--- config.mk ---
export PLATFORM = sky130hd
export DESIGN_NAME = fifo_wr_arbiter
export DESIGN_NICKNAME = d
export VERILOG_FILES = /design/src/rtl/fifo_arb_pkg.sv /design/src/rtl/fifo_wr_arbiter_rr_pick.sv /design/src/rtl/fifo_wr_arbiter.sv
export SDC_FILE = /design/constraint.sdc
export NUM_CORES = 1
export LEC_CHECK = 0
export CAP_MARGIN = 5
export CORE_MARGIN = 3
export CORE_UTILIZATION = 35
export CTS_CLUSTER_SIZE = 16
export DETAILED_ROUTE_END_ITERATION = 6
export PLACE_DENSITY = 0.75
export SYNTH_ARGS = -nofsm -noshare
export SYNTH_HDL_FRONTEND = slang
export SYNTH_SLANG_ARGS = --single-unit
export TNS_END_PERCENT = 20
--- constraint.sdc ---
create_clock -name clk -period 2.1 [get_ports clk]
set_input_delay 0.21 -clock clk [delete_from_list [all_inputs] [get_ports clk]]
set_output_delay 0.21 -clock clk [all_outputs]
set_load 0.02 [all_outputs]
--- src/rtl/fifo_arb_pkg.sv ---
// Shared types and sizing helpers for the FIFO write arbiter.
// FIFO_ARB_STATS_EN (defined by the build) enables the beat/stall statistics counters.
package fifo_arb_pkg;

  typedef enum logic {
    IDLE  = 1'b0,
    BURST = 1'b1
  } arb_state_e;

  localparam int STAT_W = 16;

  function automatic int id_w(input int n);
    return (n > 1) ? $clog2(n) : 1;
  endfunction

endpackage

--- src/rtl/fifo_wr_arbiter_rr_pick.sv ---
// Combinational round-robin picker: the first set request at or above start, wrapping.
module rr_pick
  import fifo_arb_pkg::*;
#(
  parameter int N  = 4,
  parameter int IW = id_w(N)
) (
  input  logic [N-1:0]  req,
  input  logic [IW-1:0] start,
  output logic [IW-1:0] idx,
  output logic          any
);

  int unsigned pos;
  logic        found;

  always_comb begin
    idx   = '0;
    found = 1'b0;
    pos   = 0;
    any   = |req;
    for (int k = 0; k < N; k++) begin
      pos = int'(start) + k;
      if (pos >= N) pos = pos - N;
      if (!found && req[pos]) begin
        found = 1'b1;
        idx   = IW'(pos);
      end
    end
  end

endmodule

--- src/rtl/fifo_wr_arbiter.sv ---
// Round-robin write arbiter sharing one sync_fifo write port between NREQ producers.
// Build with FIFO_ARB_STATS_EN defined to add the stat_beats / stat_stalls outputs.
module fifo_wr_arbiter
  import fifo_arb_pkg::*;
#(
  parameter int NREQ      = 4,
  parameter int DW        = 8,
  parameter int MAX_BURST = 4
) (
  input  logic                   clk,
  input  logic                   reset,
  input  logic [NREQ-1:0]        req_valid,
  input  logic [NREQ*DW-1:0]     req_data,
  output logic [NREQ-1:0]        req_ready,
  input  logic                   fifo_full,
  output logic                   fifo_wr_en,
  output logic [DW-1:0]          fifo_din,
  output logic [id_w(NREQ)-1:0]  grant_id,
  output logic                   busy
`ifdef FIFO_ARB_STATS_EN
  ,
  output logic [STAT_W-1:0]      stat_beats,
  output logic [STAT_W-1:0]      stat_stalls
`endif
);

  localparam int ID_W  = id_w(NREQ);
  localparam int CNT_W = $clog2(MAX_BURST + 1);

  arb_state_e        state;
  logic [ID_W-1:0]   owner;
  logic [ID_W-1:0]   rr_ptr;
  logic [CNT_W-1:0]  beat_cnt;

  logic [ID_W-1:0]   pick_idx;
  logic              pick_any;
  logic [ID_W-1:0]   owner_nxt;
  logic [DW-1:0]     owner_data;
  logic              owner_valid;
  logic              accept;

  rr_pick #(
    .N  (NREQ),
    .IW (ID_W)
  ) u_pick (
    .req   (req_valid),
    .start (rr_ptr),
    .idx   (pick_idx),
    .any   (pick_any)
  );

  assign owner_valid = req_valid[owner];
  assign owner_data  = req_data[int'(owner)*DW +: DW];
  assign owner_nxt   = (int'(owner) == NREQ - 1) ? '0 : owner + ID_W'(1);

  // Handshake is combinational so fifo_full gates the write in the same cycle.
  always_comb begin
    accept     = 1'b0;
    req_ready  = '0;
    fifo_wr_en = 1'b0;
    fifo_din   = '0;
    if (state == BURST) begin
      accept           = owner_valid & ~fifo_full;
      fifo_wr_en       = accept;
      req_ready[owner] = accept;
      if (accept) fifo_din = owner_data;
    end
  end

  always_ff @(posedge clk or posedge reset) begin
    if (reset) begin
      state    <= IDLE;
      owner    <= '0;
      rr_ptr   <= '0;
      beat_cnt <= '0;
    end else begin
      case (state)
        IDLE: begin
          if (pick_any) begin
            owner    <= pick_idx;
            beat_cnt <= '0;
            state    <= BURST;
          end
        end
        BURST: begin
          if (accept) begin
            beat_cnt <= beat_cnt + CNT_W'(1);
            if (beat_cnt == CNT_W'(MAX_BURST - 1)) begin
              state  <= IDLE;
              rr_ptr <= owner_nxt;
            end
          end else if (!owner_valid) begin
            state  <= IDLE;
            rr_ptr <= owner_nxt;
          end
        end
        default: state <= IDLE;
      endcase
    end
  end

  assign grant_id = owner;
  assign busy     = (state == BURST);

`ifdef FIFO_ARB_STATS_EN
  always_ff @(posedge clk or posedge reset) begin
    if (reset) begin
      stat_beats  <= '0;
      stat_stalls <= '0;
    end else begin
      if (accept && (stat_beats != '1)) stat_beats <= stat_beats + STAT_W'(1);
      if ((state == BURST) && owner_valid && fifo_full && (stat_stalls != '1))
        stat_stalls <= stat_stalls + STAT_W'(1);
    end
  end
`endif

endmodule

==> summary.md <==
| Metric | Value |
|---|---|
| WP data required | 1.89 ns |
| # IOs | 55 |
| Critical path type | reg -> out |
| Max-slew violations | 0 |
| Area Growth Syn to Fin | 77.2% |
| Worst path bufs/invs | 2 |
| Critical Path End Type | output port |
| Die ar. | 2930 um2 |
| HP Class | in -> async |
| Most frequent cells in the layout | 41 x clkdlybuf4s50_1, 14 x buf_4, 12 x and2_1 |
| Post-synth net total | 122 |
| Largest net degree at the start of global routing | 15 |
| Number of global-route vias before repair | 822 |
| First-pass GRT wire length | 3770 um |
| Startpoint types | flip-flop |
| Status | completed |
| Number of cells on the critical path | 5 |
| Netlist Area Pre-Place | 811 um2 |
| Setup_tns | 0 ns |
| CP max stage delay | 0.54 ns |
| Leakage | 0.660 nW |
| Final WL | 2580 um |
| Final worst path period share | 96.5% |
| Final net count | 192 |
| Cell area after layout | 1440 um2 |
| Pwr Density | 1000 nW/um2 |
| Initial antenna violation count | 0 |
| Peak VDD IR | 0.000870 V |
| Crit path max-delay family | multiplexers |
| Mapped Cells | 77 |
| Site Rows | 16 |
| Final setup fails | 0 |
| Yosys reg bits | 8 |
| Port bufs | 54 |
| Crit Reg-Reg Endpoint | rr_ptr[1]$_DFFE_PP0P_ |
| # fillers | 172 |
| Vias | 858 |
| Period minus WS final | 2.03 ns |
| DR DRC count | 0 |
| Slew HR | 80.0% |
| Clock-pin transition on the worst setup and hold timing paths | 0.06 ns |
| Fraction of layout cells with a size suffix above 1 | 29.7% |
| Initial DRC count | 16 |
| Setup crit end | fifo_din[7] |
| Seq/Total Area, Yosys | 24.7% |
| Register area | 200 um2 |
| Crit path cell chain | mux4_2 > nand3_2 > inv_2 > and2_1 > clkdlybuf4s15_1 |
| Worst-Margin Slew | 0.296 ns |
| Vias per cell | 4.99 |
| Worst Reg-to-Reg Cells | 7 |
| ANT cells | 0 |
| DR WL/cell | 15.0 um |
| Sink Count | 8 |
| Final Skew | 0.00677 ns |
| Die Span Y | 54.1 um |
| CP max FO | 14 |
| DRT Pass-1 Iters | 4 |
| Yosys warning total | 0 |
| Dpl cell area | 1460 um2 |
| Max clock buf depth | 2 |
| Gr ovfl total | 0 |
| Worst setup path start | grant_id[0]$_DFFE_PP0P_ |
| Total CTS buffers | 3 |
| CTS tree | yes |
| HPWL after detailed placement | 2190 um |
| RD Place Congestion | 0.813 |
| Avg Synthesized Cell Area | 10.5 um2 |
| Core area | 2080 um2 |
| Cts-stage hold buffer count | 0 |
| Root buf cell | clkbuf_4 |
| Global-route usage over all layers | 17.7% |
| Fmax | 0.493 GHz |
| # H-tree levels | 1 |
| Chip Width | 54.1 um |
| Most common cell after layout, fill and taps aside | clkdlybuf4s50_1 |
| Worst-skew pair later-pin latency | 0.25 ns |
| RR Startpoint | grant_id[0]$_DFFE_PP0P_ |
| Worst R2R Setup Slack | 0.20 ns |
| Slowest cell on crit path | mux4_2 |
| Final hold vios | 0 |
| RSZ-0062 raised after global routing | yes |
| ANT nets after route | 0 |
| Initial core utilization | 38.9% |
| Area of the multi-input gates | 557 um2 |
| Distinct cells, synth | 30 |
| Worst Path Arrival | 1.82 ns |
| Max_cap viols | 0 |
[synthesized netlist by cell type (all sizes together)]
| library cell | instances | area [um2] |
|---|---|---|
| inv | 9 | 33.8 |
| mux2i | 1 | 10.0 |
| o21ai | 4 | 23.8 |
| mux4 | 9 | 206 |
| dfrtp | 8 | 200 |
| nor4 | 1 | 6.26 |
| a21o | 1 | 7.51 |
| and2 | 12 | 75.1 |
| nor2 | 1 | 3.75 |
| nand2b | 2 | 12.5 |
| mux2 | 1 | 15.0 |
| nor2b | 1 | 6.26 |
| nand3 | 3 | 20.0 |
| o31ai | 1 | 7.51 |
| a22o | 1 | 8.76 |
| o41ai | 1 | 16.3 |
| buf | 3 | 20.0 |
| ha | 6 | 75.1 |
| a21oi | 5 | 28.8 |
| a31oi | 2 | 12.5 |
| nand2 | 5 | 21.3 |
[layer usage]
layer / vias up / wire length, um / track usage (%)
li1: 416 / - / -
met4: 0 / 14 / 3.32
met1: 380 / 1010 / 20.1
met5: - / 0 / 0
met3: 2 / 417 / 6.93
met2: 60 / 1140 / 31.3
[how the worst min path moves through the flow]
stage	end	slack [ns]	cells after the start
2_1_floorplan	beat_cnt[0]$_DFFE_PP0P_	0.03	1
3_3_place_gp	beat_cnt[1]$_DFFE_PP0P_	0.47	2
3_5_place_dp	beat_cnt[1]$_DFFE_PP0P_	0.48	2
4_1_cts	rr_ptr[0]$_DFFE_PP0P_	0.21	2
5_1_grt	rr_ptr[0]$_DFFE_PP0P_	0.24	2
6_report	grant_id[1]$_DFFE_PP0P_	0.20	2
[where the power goes]
part           internal, mW  leakage (nW)  switching (mW)
clock                0.0653        0.0138          0.0507
combinational         0.560         0.546           0.466
sequential            0.227         0.100          0.0725
[worst register-to-register path, delay by kind of cell, from the launching register on]
| family | cells | cell delay [ns] |
|---|---|---|
| AO/OA/AOI/OAI | 1 | 0.07 |
| buffers and inverters | 3 | 0.39 |
| flip-flops | 1 | 0.40 |
| multiplexers | 2 | 0.84 |
| AND/OR/NAND/NOR | 1 | 0.09 |
[final cells by class]
class / instances / area share (%)
Inverter: 9 / 2.35
Multi-Input combinational cell: 57 / 38.8
Timing Repair Buffer: 68 / 41.0
Tap cell: 27 / 2.35
Clock buffer: 3 / 1.57
Sequential cell: 8 / 13.9
[registers in the layout (all words and copies together) (netlist names)]
register,count
busy,1
beat_cnt,3
rr_ptr,2
grant_id,2
[metrics by stage]
stage	instances	hold WS, ns	total power [mW]	util, %	setup slack, ns
finish	172	0.201	1.44	69.0	0.0731
CTS	171	0.211	1.45	70.6	0.00612
global route	172	0.243	1.57	69.0	-0.00604
global placement	167	0.474	1.33	69.9	-0.122
detailed placement	167	0.477	1.36	69.9	-0.173
floorplan	77	0.0257	0.926	-	0.278
[timing repair]
item / 4_1_cts / 5_1_grt
endpoints found under the setup margin: 13 / 12
buffers inserted: 1 / 1
gates resized for setup: 13 / 23
[cell families (layout without fill, tap and decap cells)]
logic type	count (synthesis)	in the layout	synth area share, %
compound gates	15	15	13.0
flops	8	8	24.7
buf+inv	12	80	6.63
mux	11	11	28.5
fa+ha+maj	6	6	9.26
simple gates	25	25	17.9
No activity file was read; power rests on OpenSTA's default activity.
